`config.mk`:
```
export PLATFORM = sky130hd
export DESIGN_NAME = trace_capture_flat
export DESIGN_NICKNAME = d
export VERILOG_FILES = /design/src/rtl/trace_capture_if.sv /design/src/rtl/trace_capture.sv /design/src/flat_wrapper.sv
export SDC_FILE = /design/constraint.sdc
export NUM_CORES = 1
export LEC_CHECK = 0
export BUFFER_PORTS_ARGS = -buffer_cell sky130_fd_sc_hd__buf_2
export CAP_MARGIN = 20
export CORE_AREA = 2 2 121 123
export CTS_CLUSTER_SIZE = 16
export DETAILED_ROUTE_END_ITERATION = 8
export DIE_AREA = 0 0 123 125
export PLACE_DENSITY = 0.75
export SLEW_MARGIN = 20
export SYNTH_ARGS = -nofsm -noshare
export SYNTH_HDL_FRONTEND = slang
export SYNTH_SLANG_ARGS = --single-unit
```
`constraint.sdc`:
```
create_clock -name clk -period 3.7 [get_ports clk]
set_input_delay 0.925 -clock clk [delete_from_list [all_inputs] [get_ports clk]]
set_output_delay 0.925 -clock clk [all_outputs]
set_load 0.03 [all_outputs]
```
`src/rtl/trace_capture_if.sv`:
```
// Request/response bus between the control-request decoder and trace_capture.
// The decoder side is the master; trace_capture is the slave.
interface trace_capture_if;
  logic        req_valid;
  logic        req_ready;
  logic [7:0]  bRequest;
  logic [15:0] wValue;
  logic        resp_valid;
  logic        resp_last;
  logic [15:0] parameter_Block16;

  modport master (
    output req_valid,
    output bRequest,
    output wValue,
    input  req_ready,
    input  resp_valid,
    input  resp_last,
    input  parameter_Block16
  );

  modport slave (
    input  req_valid,
    input  bRequest,
    input  wValue,
    output req_ready,
    output resp_valid,
    output resp_last,
    output parameter_Block16
  );
endinterface

```
`src/rtl/trace_capture.sv`:
```
// Probe-bit trace capture: SET selects a probe bit and records DEPTH samples of it,
// GET returns a status word followed by the packed samples, one 16-bit word per cycle.
module trace_capture #(
  parameter int unsigned PROBE_W = 256,
  parameter int unsigned SEL_W   = 8,
  parameter int unsigned DEPTH   = 32,
  parameter logic [7:0]  REQ_SET = 8'h06,
  parameter logic [7:0]  REQ_GET = 8'h86
) (
  input  logic               clk,
  input  logic               reset,
  trace_capture_if.slave     bus,
  input  logic [PROBE_W-1:0] d,
  output logic               q,
  output logic [SEL_W-1:0]   actual_select,
  output logic               busy
);

  localparam int unsigned NWORDS = DEPTH / 16;
  localparam int unsigned CNT_W  = $clog2(DEPTH) + 1;
  localparam int unsigned WRD_W  = (NWORDS > 1) ? $clog2(NWORDS) : 1;

  localparam logic [1:0] IDLE    = 2'd0;
  localparam logic [1:0] CAPTURE = 2'd1;
  localparam logic [1:0] DONE    = 2'd2;
  localparam logic [1:0] READ    = 2'd3;

  logic [1:0]       state_q, state_d;
  logic [1:0]       ret_q, ret_d;
  logic [CNT_W-1:0] cnt_q, cnt_d;
  logic [WRD_W-1:0] word_q, word_d;
  logic [DEPTH-1:0] buf_q, buf_d;
  logic [SEL_W-1:0] sel_q, sel_d;
  logic             err_q, err_d;
  logic             done_q, done_d;
  logic             q_q, q_d;
  logic             resp_valid_q, resp_valid_d;
  logic             resp_last_q, resp_last_d;
  logic [15:0]      resp_data_q, resp_data_d;

  logic             accept;
  logic [15:0]      status;
  int unsigned      rd_base;

  // Handshake and status outputs decoded from the current state
  always_comb begin
    bus.req_ready = (state_q == IDLE) || (state_q == DONE);
    busy          = (state_q == CAPTURE) || (state_q == READ);
    accept        = bus.req_valid && bus.req_ready;
    status        = {err_q, done_q, 1'b0, 13'(sel_q)};
    actual_select = sel_q;
    q             = q_q;
    bus.resp_valid        = resp_valid_q;
    bus.resp_last         = resp_last_q;
    bus.parameter_Block16 = resp_data_q;
  end

  // Next-state logic for the request FSM, capture buffer and response words
  always_comb begin
    state_d      = state_q;
    ret_d        = ret_q;
    cnt_d        = cnt_q;
    word_d       = word_q;
    buf_d        = buf_q;
    sel_d        = sel_q;
    err_d        = err_q;
    done_d       = done_q;
    q_d          = d[sel_q];
    // Response outputs are zero unless a word is being driven next cycle
    resp_valid_d = 1'b0;
    resp_last_d  = 1'b0;
    resp_data_d  = 16'h0000;
    rd_base      = 16 * 32'(word_q);

    case (state_q)
      IDLE, DONE: begin
        if (accept) begin
          if (bus.bRequest == REQ_SET) begin
            if (32'(bus.wValue) < PROBE_W) begin
              sel_d   = bus.wValue[SEL_W-1:0];
              err_d   = 1'b0;
              done_d  = 1'b0;
              cnt_d   = '0;
              state_d = CAPTURE;
            end else begin
              // Out-of-range select only flags the error; the old capture survives
              err_d = 1'b1;
            end
          end else if (bus.bRequest == REQ_GET) begin
            ret_d        = state_q;
            word_d       = '0;
            state_d      = READ;
            resp_valid_d = 1'b1;
            resp_data_d  = status;
            // No valid samples from IDLE, so the status word is the whole reply
            resp_last_d  = (state_q == IDLE);
          end
          // Any other code is consumed without effect
        end
      end

      CAPTURE: begin
        buf_d[cnt_q[CNT_W-2:0]] = d[sel_q];
        cnt_d                   = cnt_q + 1'b1;
        if (cnt_q == CNT_W'(DEPTH - 1)) begin
          done_d  = 1'b1;
          state_d = DONE;
        end
      end

      READ: begin
        if (resp_last_q) begin
          // Final word has been presented; go back where the GET came from
          state_d = ret_q;
        end else begin
          resp_valid_d = 1'b1;
          resp_data_d  = buf_q[rd_base +: 16];
          resp_last_d  = (word_q == WRD_W'(NWORDS - 1));
          word_d       = word_q + 1'b1;
        end
      end

      default: state_d = IDLE;
    endcase
  end

  // State registers with asynchronous active-high reset
  always_ff @(posedge clk or posedge reset) begin
    if (reset) begin
      state_q      <= IDLE;
      ret_q        <= IDLE;
      cnt_q        <= '0;
      word_q       <= '0;
      buf_q        <= '0;
      sel_q        <= '0;
      err_q        <= 1'b0;
      done_q       <= 1'b0;
      q_q          <= 1'b0;
      resp_valid_q <= 1'b0;
      resp_last_q  <= 1'b0;
      resp_data_q  <= 16'h0000;
    end else begin
      state_q      <= state_d;
      ret_q        <= ret_d;
      cnt_q        <= cnt_d;
      word_q       <= word_d;
      buf_q        <= buf_d;
      sel_q        <= sel_d;
      err_q        <= err_d;
      done_q       <= done_d;
      q_q          <= q_d;
      resp_valid_q <= resp_valid_d;
      resp_last_q  <= resp_last_d;
      resp_data_q  <= resp_data_d;
    end
  end

endmodule

```
`src/flat_wrapper.sv`:
```
// flat-port wrapper written by rule: the top's interface ports become plain ports
module trace_capture_flat 
#(
  parameter int unsigned PROBE_W = 256,
  parameter int unsigned SEL_W   = 8,
  parameter int unsigned DEPTH   = 32,
  parameter logic [7:0]  REQ_SET = 8'h06,
  parameter logic [7:0]  REQ_GET = 8'h86
)
  (clk, reset, d, q, actual_select, busy, bus_req_valid, bus_bRequest, bus_wValue, bus_req_ready, bus_resp_valid, bus_resp_last, bus_parameter_Block16);
  trace_capture_if bus_i ();
  input  logic clk;
  input  logic reset;
  input  logic [PROBE_W-1:0] d;
  output logic q;
  output logic [SEL_W-1:0] actual_select;
  output logic busy;
  input wire logic [$bits(bus_i.req_valid)-1:0] bus_req_valid;
  input wire logic [$bits(bus_i.bRequest)-1:0] bus_bRequest;
  input wire logic [$bits(bus_i.wValue)-1:0] bus_wValue;
  output wire logic [$bits(bus_i.req_ready)-1:0] bus_req_ready;
  output wire logic [$bits(bus_i.resp_valid)-1:0] bus_resp_valid;
  output wire logic [$bits(bus_i.resp_last)-1:0] bus_resp_last;
  output wire logic [$bits(bus_i.parameter_Block16)-1:0] bus_parameter_Block16;
  assign bus_i.req_valid = bus_req_valid;
  assign bus_i.bRequest = bus_bRequest;
  assign bus_i.wValue = bus_wValue;
  assign bus_req_ready = bus_i.req_ready;
  assign bus_resp_valid = bus_i.resp_valid;
  assign bus_resp_last = bus_i.resp_last;
  assign bus_parameter_Block16 = bus_i.parameter_Block16;
  trace_capture #(.PROBE_W(PROBE_W), .SEL_W(SEL_W), .DEPTH(DEPTH), .REQ_SET(REQ_SET), .REQ_GET(REQ_GET)) u_core (.clk(clk), .reset(reset), .bus(bus_i), .d(d), .q(q), .actual_select(actual_select), .busy(busy));
endmodule
```
==> results of run 1 <==
area by class of cell:
| cell class | instances | area, um^2 | area share |
|---|---|---|---|
| multi-input combinational | 367 | 3560 | 0.464 |
| sequential | 72 | 1810 | 0.236 |
| timing repair buffer | 327 | 1730 | 0.225 |
| clock buffer | 11 | 243 | 0.0317 |
| tap | 184 | 230 | 0.0300 |
| inverter | 13 | 48.8 | 0.00637 |
| clock inverter | 4 | 30.0 | 0.00392 |
| antenna | 10 | 25.0 | 0.00326 |
cell usage after synthesis (all sizes together) (2+ instances only):
cell / n / area share
dfrtp: 72 / 0.31
mux4: 54 / 0.21
o21ai: 47 / 0.040
nand2: 43 / 0.028
buf: 36 / 0.064
mux2i: 30 / 0.052
nor2: 30 / 0.019
o41ai: 28 / 0.068
mux2: 26 / 0.050
o22ai: 14 / 0.015
inv: 12 / 0.0077
a21oi: 11 / 0.013
nor3: 11 / 0.0094
clkbuf: 10 / 0.0071
nand2b: 8 / 0.0086
nand3: 6 / 0.0052
nor2b: 6 / 0.0064
o31ai: 5 / 0.0099
a31oi: 4 / 0.0054
ha: 4 / 0.0086
nor4: 4 / 0.0079
o32ai: 4 / 0.0073
nand3b: 3 / 0.0039
or2: 3 / 0.0032
or3: 3 / 0.0032
a221oi: 2 / 0.0030
a22oi: 2 / 0.0026
nand4: 2 / 0.0021
o211ai: 2 / 0.0026
or3b: 2 / 0.0030
registers in the layout, indices dropped and copies added (netlist names), 2 cells and up:
register,cells
u_core.ret_q,2
u_core.buf_q,32
u_core.state_q,2
u_core.bus.parameter_Block16,16
u_core.actual_select,8
u_core.cnt_q,6
power by group:
group | internal [mW] | total, mW | switching, mW
combinational | 0.539 | 1.29 | 0.755
sequential | 1.05 | 1.26 | 0.209
clock | 0.470 | 0.796 | 0.326
worst paths after layout:
| kind | start | endpoint | slack, ps | cells after the start |
|---|---|---|---|---|
| setup / recovery | u_core.actual_select[4] | u_core.buf_q[5] | 560 | 7 |
| max in group asynchronous | reset | u_core.actual_select[0] | 2180 | 3 |
| hold / removal | u_core.buf_q[12] | u_core.buf_q[12] | 480 | 2 |
| hold reg to reg | u_core.buf_q[12] | u_core.buf_q[12] | 480 | 2 |
| setup reg to reg | u_core.actual_select[4] | u_core.buf_q[5] | 560 | 7 |
| min in group asynchronous | reset | u_core.bus.parameter_Block16[14] | 670 | 2 |
placed cells by master, fill, tap and decap left out, types with 3 or more instances in the layout:
cell type and instances:
or3_1 3, o41ai_2 20, o31ai_2 4, nand3b_1 3, clkbuf_16 9, nor2b_1 6, a21oi_1 8, dfrtp_1 70
nand2b_1 8, or2_2 3, nand2_1 43, nor3_1 10, nor2_1 30, ha_1 4, mux2_1 7, mux4_2 49
o41ai_1 8, o32ai_1 3, nand3_1 6, buf_2 311, inv_1 11, diode_2 10, buf_4 12, o21ai_0 45
buf_12 4, mux2_2 19, a31oi_1 3, mux2i_1 30, mux4_1 5, o22ai_1 14
cell families after synthesis:
logic type	after synthesis
AO/OA/AOI/OAI	127
XOR/XNOR	1
adder cells (fa/ha/maj)	4
buffers and inverters	60
flip-flops	72
multiplexers	110
AND/OR/NAND/NOR	125
worst max-delay path, stage by stage, from the launching register on:
cell and delay, ps:
dfrtp_1 320, buf_4 280, clkinv_1 690, or4_1 750, o32ai_2 190, nor4_4 100, buf_12 200, o41ai_1 470
metal layers:
metal  global-route usage  wire (um)
met3                0.114       2720
met5                    0         51
met4               0.0882        349
met1                0.358       8430
met2                0.450      10500
through the flow:
step	instances	total power, mW	cell area [um^2]
finish	988	3.35	7670
floorplan	499	2.14	5830
detailed placement	963	2.55	7370
global placement	963	2.49	7370
global route	982	3.54	7650
CTS	978	3.36	7640
==> results.md, run 1 <==
- Synth Area per Inst: 11.7 um^2
- Hold Buf Count CTS: 0
- Via count: 5688
- GRT overflow: 0
- Worst-path fanout max: 33
- P&R area growth vs syn: 31.6%
- IR Drop Worst-Case VDD: 0.243 mV
- Setup violations, final: 0
- Fin worst setup slack: 562 ps
- Final Hold Vio Count: 0
- P_leak: 3.31 nW
- PortBufs: 311
- Largest net degree at the start of global routing: 34
- Fmax achieved: 319 MHz
- Initial antenna violation count: 14
- Crit end category: flop
- Min-Delay Path Class: reg -> reg
- Critical Path AT: 3330 ps
- Setup TNS: 0 ps
- Initial drt markers: 538
- Reg clk slew, reported paths: 60 ps
- First-pass GRT wire length: 32500 um
- CP startpoint kind: flop
- Final period utilization: 0.848
- Top FF cell, synth: dfrtp_1
- Clock Tree Buf Depth: 2
- RSZ-0062 raised after global routing: false
- Post-synthesis sequential area ratio: 0.309
- Nets@finish: 1077
- I/O pin count: 312
- Max Slew Vio Count: 0
- Core Area: 14200 um^2
- Num CTS Buffers: 9
- Synth Area in Adders: 0.00859
- Slew margin rel.: 0.327
- Residual DRC: 0
- All-Layer GR Usage: 0.285
- Root buf cell: clkbuf_16
- Xor and xnor area share after synthesis: 0.00150
- Async S/R FF share, synth: 1.00
- Pwr dens: 437 nW/um^2
- Worst hold slack: 481 ps
- Mux cell area share after synthesis: 0.314
- Drt total wl: 22000 um
- Post-CTS repair timing setup buffer count: 0
- Synthesized Nets: 786
- Min Tclk post-route: 3140 ps
- Clk sinks: 72
- Skew final: 7.36 ps
- Cells after Synth: 499
- Clk_lat worst skew: 330 ps
- Die width: 123 um
- Synth Area in Simple Gates: 0.105
- Worst-margin pin slew: 1010 ps
- Drt wl/cell: 22.3 um
- Synth Area in Compound Gates: 0.180
- Main combinational cell family by area after synthesis: multiplexers
- Setup Crit Path Kind: reg -> reg
- Post-route ant nets: 0
- # H-tree levels: 3
- CTS tree: yes
- Number of global-route vias before repair: 5835
- First drt pass iteration count: 5
- Setup WS pre-CTS: 625 ps
- Ratio of cells with drive above 1 in the final layout: 0.567
- Synthesized cell area: 5830 um^2
- Yosys reg bits: 72
- Starting Density: 0.410
- Via density: 5.76
- Worst EP required: 3890 ps
- RD Place Congestion: 0.876
- Max Cap Viol: 0
- Synth warnings: 0
- Post-detail-place hpwl: 17400 um
- Site Rows: 44
- Die Height: 125 um
- Die area: 15400 um^2
- Status: finished clean
- EDFF count, synth: 0
- Final Util: 0.540
- Synth unique cells: 62
- PostCTS Resize Cnt: 0
- Filler cells: 1287
No activity file was read; power rests on OpenSTA's default activity.
==> inputs of run 2 (changes only) <==
Settings changed: ABC_AREA set to 1, CORE_AREA 2 2 121 123 to 2 2 120 122, DIE_AREA 0 0 123 125 to 0 0 122 124, PLACE_DENSITY 0.75 to 0.76.
Clock period 3.7 ns to 2.89 ns, I/O delays scaled along.
==> run 2 against run 1 <==
Compared with the run above: count of clock-buffer cells in the layout fell by 1; critical path depth increased by 7; final cell count rose by 47%; critical endpoint is now u_core.buf_q[25]; largest power group is now clock; register-to-register slack lost 240 ps; critical path type unchanged; highest routed layer unchanged; total power shrank 19%; largest cell class unchanged.
==> results.md, run 2 <==
- Starting Density: 0.429
- Number of global-route vias before repair: 6915
- Cells after Synth: 999
- Drt total wl: 23000 um
- Initial antenna violation count: 3
- Global routing's busiest layer: met2
- RD Place Congestion: 0.930
- Synth cell count leaders: nand2_1, nand3_1, dfrtp_1
- Synthesized cell area: 5890 um^2
- EDFF count, synth: 0
- P&R area growth vs syn: 33.5%
- Die width: 122 um
- Status: finished clean
- Clock Tree Buf Depth: 2
- Min Tclk post-route: 2560 ps
- Site Rows: 43
- Worst-margin pin slew: 565 ps
- GR Util met3: 0.0801
- Drt wl/cell: 15.8 um
- Die area: 15100 um^2
- Post-route ant nets: 0
- Finished layout cell area: 7860 um^2
- Critical Path AT: 2830 ps
- Reg clk slew, reported paths: 60 ps
- Area after DPL: 7520 um^2
- Clk sinks: 72
- IR Drop Worst-Case VDD: 0.377 mV
- Commonest non-fill, non-tap cell in the layout: nand2_1
- Non-Filler Instances: 1457
- Root buf cell: clkbuf_16
- Met2 Track Usage GR: 0.486
- Largest register FFs: 32
- Post-synthesis sequential area ratio: 0.306
- Depth of the worst register-to-register path: 14
- Setup TNS: 0 ps
- Worst Setup SP: u_core.actual_select[0]
- Crit end category: flop
- Tot Pwr: 2.70 mW
- # H-tree levels: 3
- CTS tree: yes
- Async S/R FF share, synth: 1.00
- Post-detail-place hpwl: 17400 um
- Synth warnings: 0
- First-pass GRT wire length: 34900 um
- RSZ-0062 raised after global routing: false
- Slew margin rel.: 0.624
- Worst-path fanout max: 129
- Num CTS Buffers: 9
- Post-CTS repair timing setup buffer count: 0
- Top-count cell post-synth: nand2_1
- Nets@finish: 1557
- Final Hold Vio Count: 0
- Final period utilization: 0.887
- Via density: 5.22
- Setup violations, final: 0
- PortBufs: 311
- Largest net degree at the start of global routing: 130
- Initial drt markers: 577
- PostCTS Resize Cnt: 0
- CP startpoint kind: flop
- Placed cells: 1439
- Synth area leader: dfrtp_1
- First drt pass iteration count: 6
- All-Layer GR Usage: 0.296
- Pwr dens: 343 nW/um^2
- Synth Area per Inst: 5.89 um^2
- I/O pin count: 312
- Most flops, register: u_core.buf_q
- Filler cells: 1415
- GRT met1 Usage: 0.379
- Min-Delay Path Class: in -> async
- GRT overflow: 0
- Synth unique cells: 24
- Most frequent cells in the layout: nand2_1, buf_2, nand3_1
- Area share of the largest cell type after synthesis: 0.306
- Via count: 7606
- Setup WS pre-CTS: 390 ps
- Hold Buf Count CTS: 0
- Ratio of cells with drive above 1 in the final layout: 0.280
- Synth area leaders: dfrtp_1, nand2_1, nand3_1
- Synthesized Nets: 1286
- P_leak: 4.19 nW
- Yosys reg bits: 72
- Setup Crit Path Kind: reg -> reg
- Max Cap Viol: 0
- Die Height: 124 um
- Top FF cell, synth: dfrtp_1
- Core Area: 13700 um^2
- Clk_lat worst skew: 330 ps
- Fin worst setup slack: 326 ps
- Worst EP required: 3160 ps
- Residual DRC: 0
- R2r startpoint: u_core.actual_select[0]
- Skew final: 5.62 ps
- Max Slew Vio Count: 0
- Fmax achieved: 390 MHz
[run 2: cell types whose count changed after synthesis, moves of 14 or more]
cell     delta
o41ai_2    -20
nor2_1     +21
inv_1      +27
nand3_1   +244
mux4_2     -49
buf_2      +20
buf_6      -15
mux2_2     -19
nand2_1   +380
buf_4      +14
mux2i_1    -30
[run 2: stage by stage]
step,hold slack (ps),util
floorplan,436,-
global placement,479,0.548
detailed placement,495,0.548
CTS,498,0.573
global route,522,0.573
finish,484,0.573
[run 2: critical path, cell delays in order (launching register included)]
cell     delay [ps]
dfrtp_4         440
buf_12          400
nand2_1         210
nand3_1         130
nand3_1          80
nand3_1         110
nand3_1         160
nand2_1         130
nand2_1          50
nand3_1          70
nand3_1          90
nand2_2          70
buf_4           320
nand2_1         100
nand2_1          90
[run 2: where the power goes]
part           switching [mW]  leakage [nW]  internal [mW]
sequential             0.0152         0.871           1.04
clock                   0.409         0.162          0.840
combinational           0.188          3.16          0.208
total                   0.612          4.19           2.08
[run 2: kinds of logic after synthesis]
family | synth area share
flops | 0.306
fa+ha+maj | 0.00850
buf+inv | 0.0888
compound gates | 0.0589
simple gates | 0.538
[run 2: final timing paths]
path | endpoint | slack [ps]
min in group clk | u_core.buf_q[24] | 510
max in group asynchronous | u_core.actual_select[0] | 2000
min reg2reg | u_core.buf_q[24] | 510
max | u_core.buf_q[25] | 330
max reg2reg | u_core.buf_q[25] | 330
min | u_core.bus.parameter_Block16[11] | 480
[run 2: layout make-up]
type	count	area (um^2)	share of cell area
clock buffers	10	229	0.0291
inverters	45	171	0.0218
well taps	180	225	0.0286
multi-input cells	813	3560	0.453
flip-flops and latches	72	1810	0.230
diodes	2	5.00	0.000637
repair buffers	329	1750	0.223
clock inverters	6	108	0.0137
[run 2: per-layer routing]
metal | up-vias | routed length (um)
li1 | 3784 | -
met1 | 3428 | 9410
met2 | 336 | 10800
met3 | 56 | 2200
met4 | 2 | 601
met5 | - | 13
==> inputs of run 3 (changes only) <==
Settings changed: CORE_AREA 2 2 120 122 to 2 2 122 124, DIE_AREA 0 0 122 124 to 0 0 124 126, PLACE_DENSITY 0.76 to 0.74, SETUP_SLACK_MARGIN set to 0.05.
Clock period 2.89 ns to 3.3 ns, I/O delays scaled along.
==> run 3 against run 2 <==
Compared with the run above: hold slack improved by 20 ps; clock skew decreased by 2.5 ps; count of clock-buffer cells in the layout increased by 1; die area increased by 3.3%; setup slack improved by 300 ps; highest routed layer is now met4; fmax decreased by 4.0%; global-route usage decreased by 0.15 points; total power decreased by 16%; combinational power decreased by 11%; largest cell class unchanged; utilization decreased by 2.9 points.
==> results.md, run 3 (synthesis results as in run 2) <==
- Number of global-route vias before repair: 6968
- Site Rows: 44
- Clock power frac: 0.439
- Worst-margin pin slew: 916 ps
- Min Tclk post-route: 2670 ps
- CTS tree: yes
- Post-CTS repair timing setup buffer count: 0
- Largest net degree at the start of global routing: 130
- Switch Pwr: 0.558 mW
- GRT overflow: 0
- Die area: 15600 um^2
- RD Place Congestion: 0.972
- P&R area growth vs syn: 32.4%
- Setup TNS: 0 ps
- RSZ-0062 raised after global routing: false
- Final period utilization: 0.810
- Power share of the sequential group: 0.406
- Sw Ratio: 0.246
- Internal power: 1.71 mW
- Drt total wl: 23700 um
- Drt wl/cell: 16.3 um
- Clk sinks: 72
- Largest register FFs: 32
- Comb power frac: 0.155
- Max Slew Vio Count: 0
- Initial drt markers: 747
- Max Cap Viol: 0
- Most frequent cells in the layout: nand2_1, buf_2, nand3_1
- First drt pass iteration count: 5
- Slew margin rel.: 0.389
- Initial antenna violation count: 1
- All-Layer GR Usage: 0.294
- Via density: 5.34
- # H-tree levels: 3
- IR Drop Worst-Case VDD: 0.295 mV
- Root buf cell: clkbuf_16
- PortBufs: 311
- Clock Tree Buf Depth: 2
- Fmax achieved: 374 MHz
- Reg clk slew, reported paths: 60 ps
- Critical Path AT: 2890 ps
- Min-Delay Path Class: reg -> reg
- Nets@finish: 1553
- Post-detail-place hpwl: 17700 um
- Final Hold Vio Count: 0
- Status: finished clean
- Ratio of cells with drive above 1 in the final layout: 0.279
- Skew final: 3.12 ps
- Die Height: 126 um
- Setup Crit Path Kind: reg -> reg
- Final Util: 0.544
- I/O pin count: 312
- Setup violations, final: 0
- Hold path depth: 2
- Via count: 7778
- Crit end category: flop
- Pwr dens: 291 nW/um^2
- Core Area: 14300 um^2
- Starting Density: 0.411
- CP startpoint kind: flop
- Commonest non-fill, non-tap cell in the layout: nand2_1
- Post-route ant nets: 0
- Residual DRC: 0
- P_leak: 4.15 nW
- First-pass GRT wire length: 35600 um
- Hold Buf Count CTS: 0
- Depth of the worst register-to-register path: 13
- Die width: 124 um
- PostCTS Resize Cnt: 0
- Filler cells: 1481
- Worst-path fanout max: 33
- Most flops, register: u_core.buf_q
- Worst EP required: 3520 ps
- Num CTS Buffers: 9
- Clk_lat worst skew: 330 ps
-- run 3: cell type report --
type | instances | area [um^2] | share of cell area
diodes | 1 | 2.50 | 0.000321
flip-flops and latches | 72 | 1810 | 0.232
inverters | 45 | 171 | 0.0220
repair buffers | 325 | 1710 | 0.220
clock inverters | 5 | 55.1 | 0.00706
clock buffers | 11 | 253 | 0.0324
multi-input cells | 813 | 3560 | 0.457
well taps | 184 | 230 | 0.0295
-- run 3: layer usage --
layer,share of wire,track usage
met1,0.41,0.404
met5,0,0
met4,0.029,0.0892
met3,0.11,0.0720
met2,0.45,0.458
-- run 3: path summary, 6_finish.rpt --
path,to,startpoint,slack [ps]
max in group asynchronous,u_core.actual_select[0],reset,1840
hold reg to reg,u_core.ret_q[0],u_core.ret_q[0],500
hold / removal,u_core.ret_q[0],u_core.ret_q[0],500
setup reg to reg,u_core.buf_q[4],u_core.actual_select[1],630
setup / recovery,u_core.buf_q[4],u_core.actual_select[1],630
min in group asynchronous,u_core.bus.parameter_Block16[11],reset,750
-- run 3: power by group through the flow --
stage	clock network [mW]	logic, mW	registers [mW]
6_report	0.996	0.352	0.921
5_1_grt	1.05	0.392	0.923
4_1_cts	1.01	0.352	0.920
3_5_place_dp	0	0.349	0.936
3_3_place_gp	0	0.348	0.935
2_1_floorplan	0	0.135	0.938
-- run 3: through the flow --
| step | hold slack [ps] | power (mW) | setup slack (ps) | area [um^2] | instances |
|---|---|---|---|---|---|
| 4_1_cts | 492 | 2.28 | 658 | 7790 | 1455 |
| 6_report | 504 | 2.27 | 628 | 7790 | 1456 |
| 2_1_floorplan | 436 | 1.07 | 650 | 5890 | 999 |
| 3_3_place_gp | 464 | 1.28 | 743 | 7480 | 1439 |
| 3_5_place_dp | 473 | 1.28 | 659 | 7480 | 1439 |
| 5_1_grt | 527 | 2.36 | 415 | 7790 | 1456 |
-- run 3: critical path, cell delays in order, from the launching register on --
cell     delay, ps
dfrtp_2        400
inv_2          360
buf_4          350
nand3_1        110
nand3_1         80
nand3_1        190
nand3_1        140
nand2_1         60
nand2_1         50
nand3_1         70
nand3_1        100
nand2_2        380
nand2_1        190
nand2_1         70
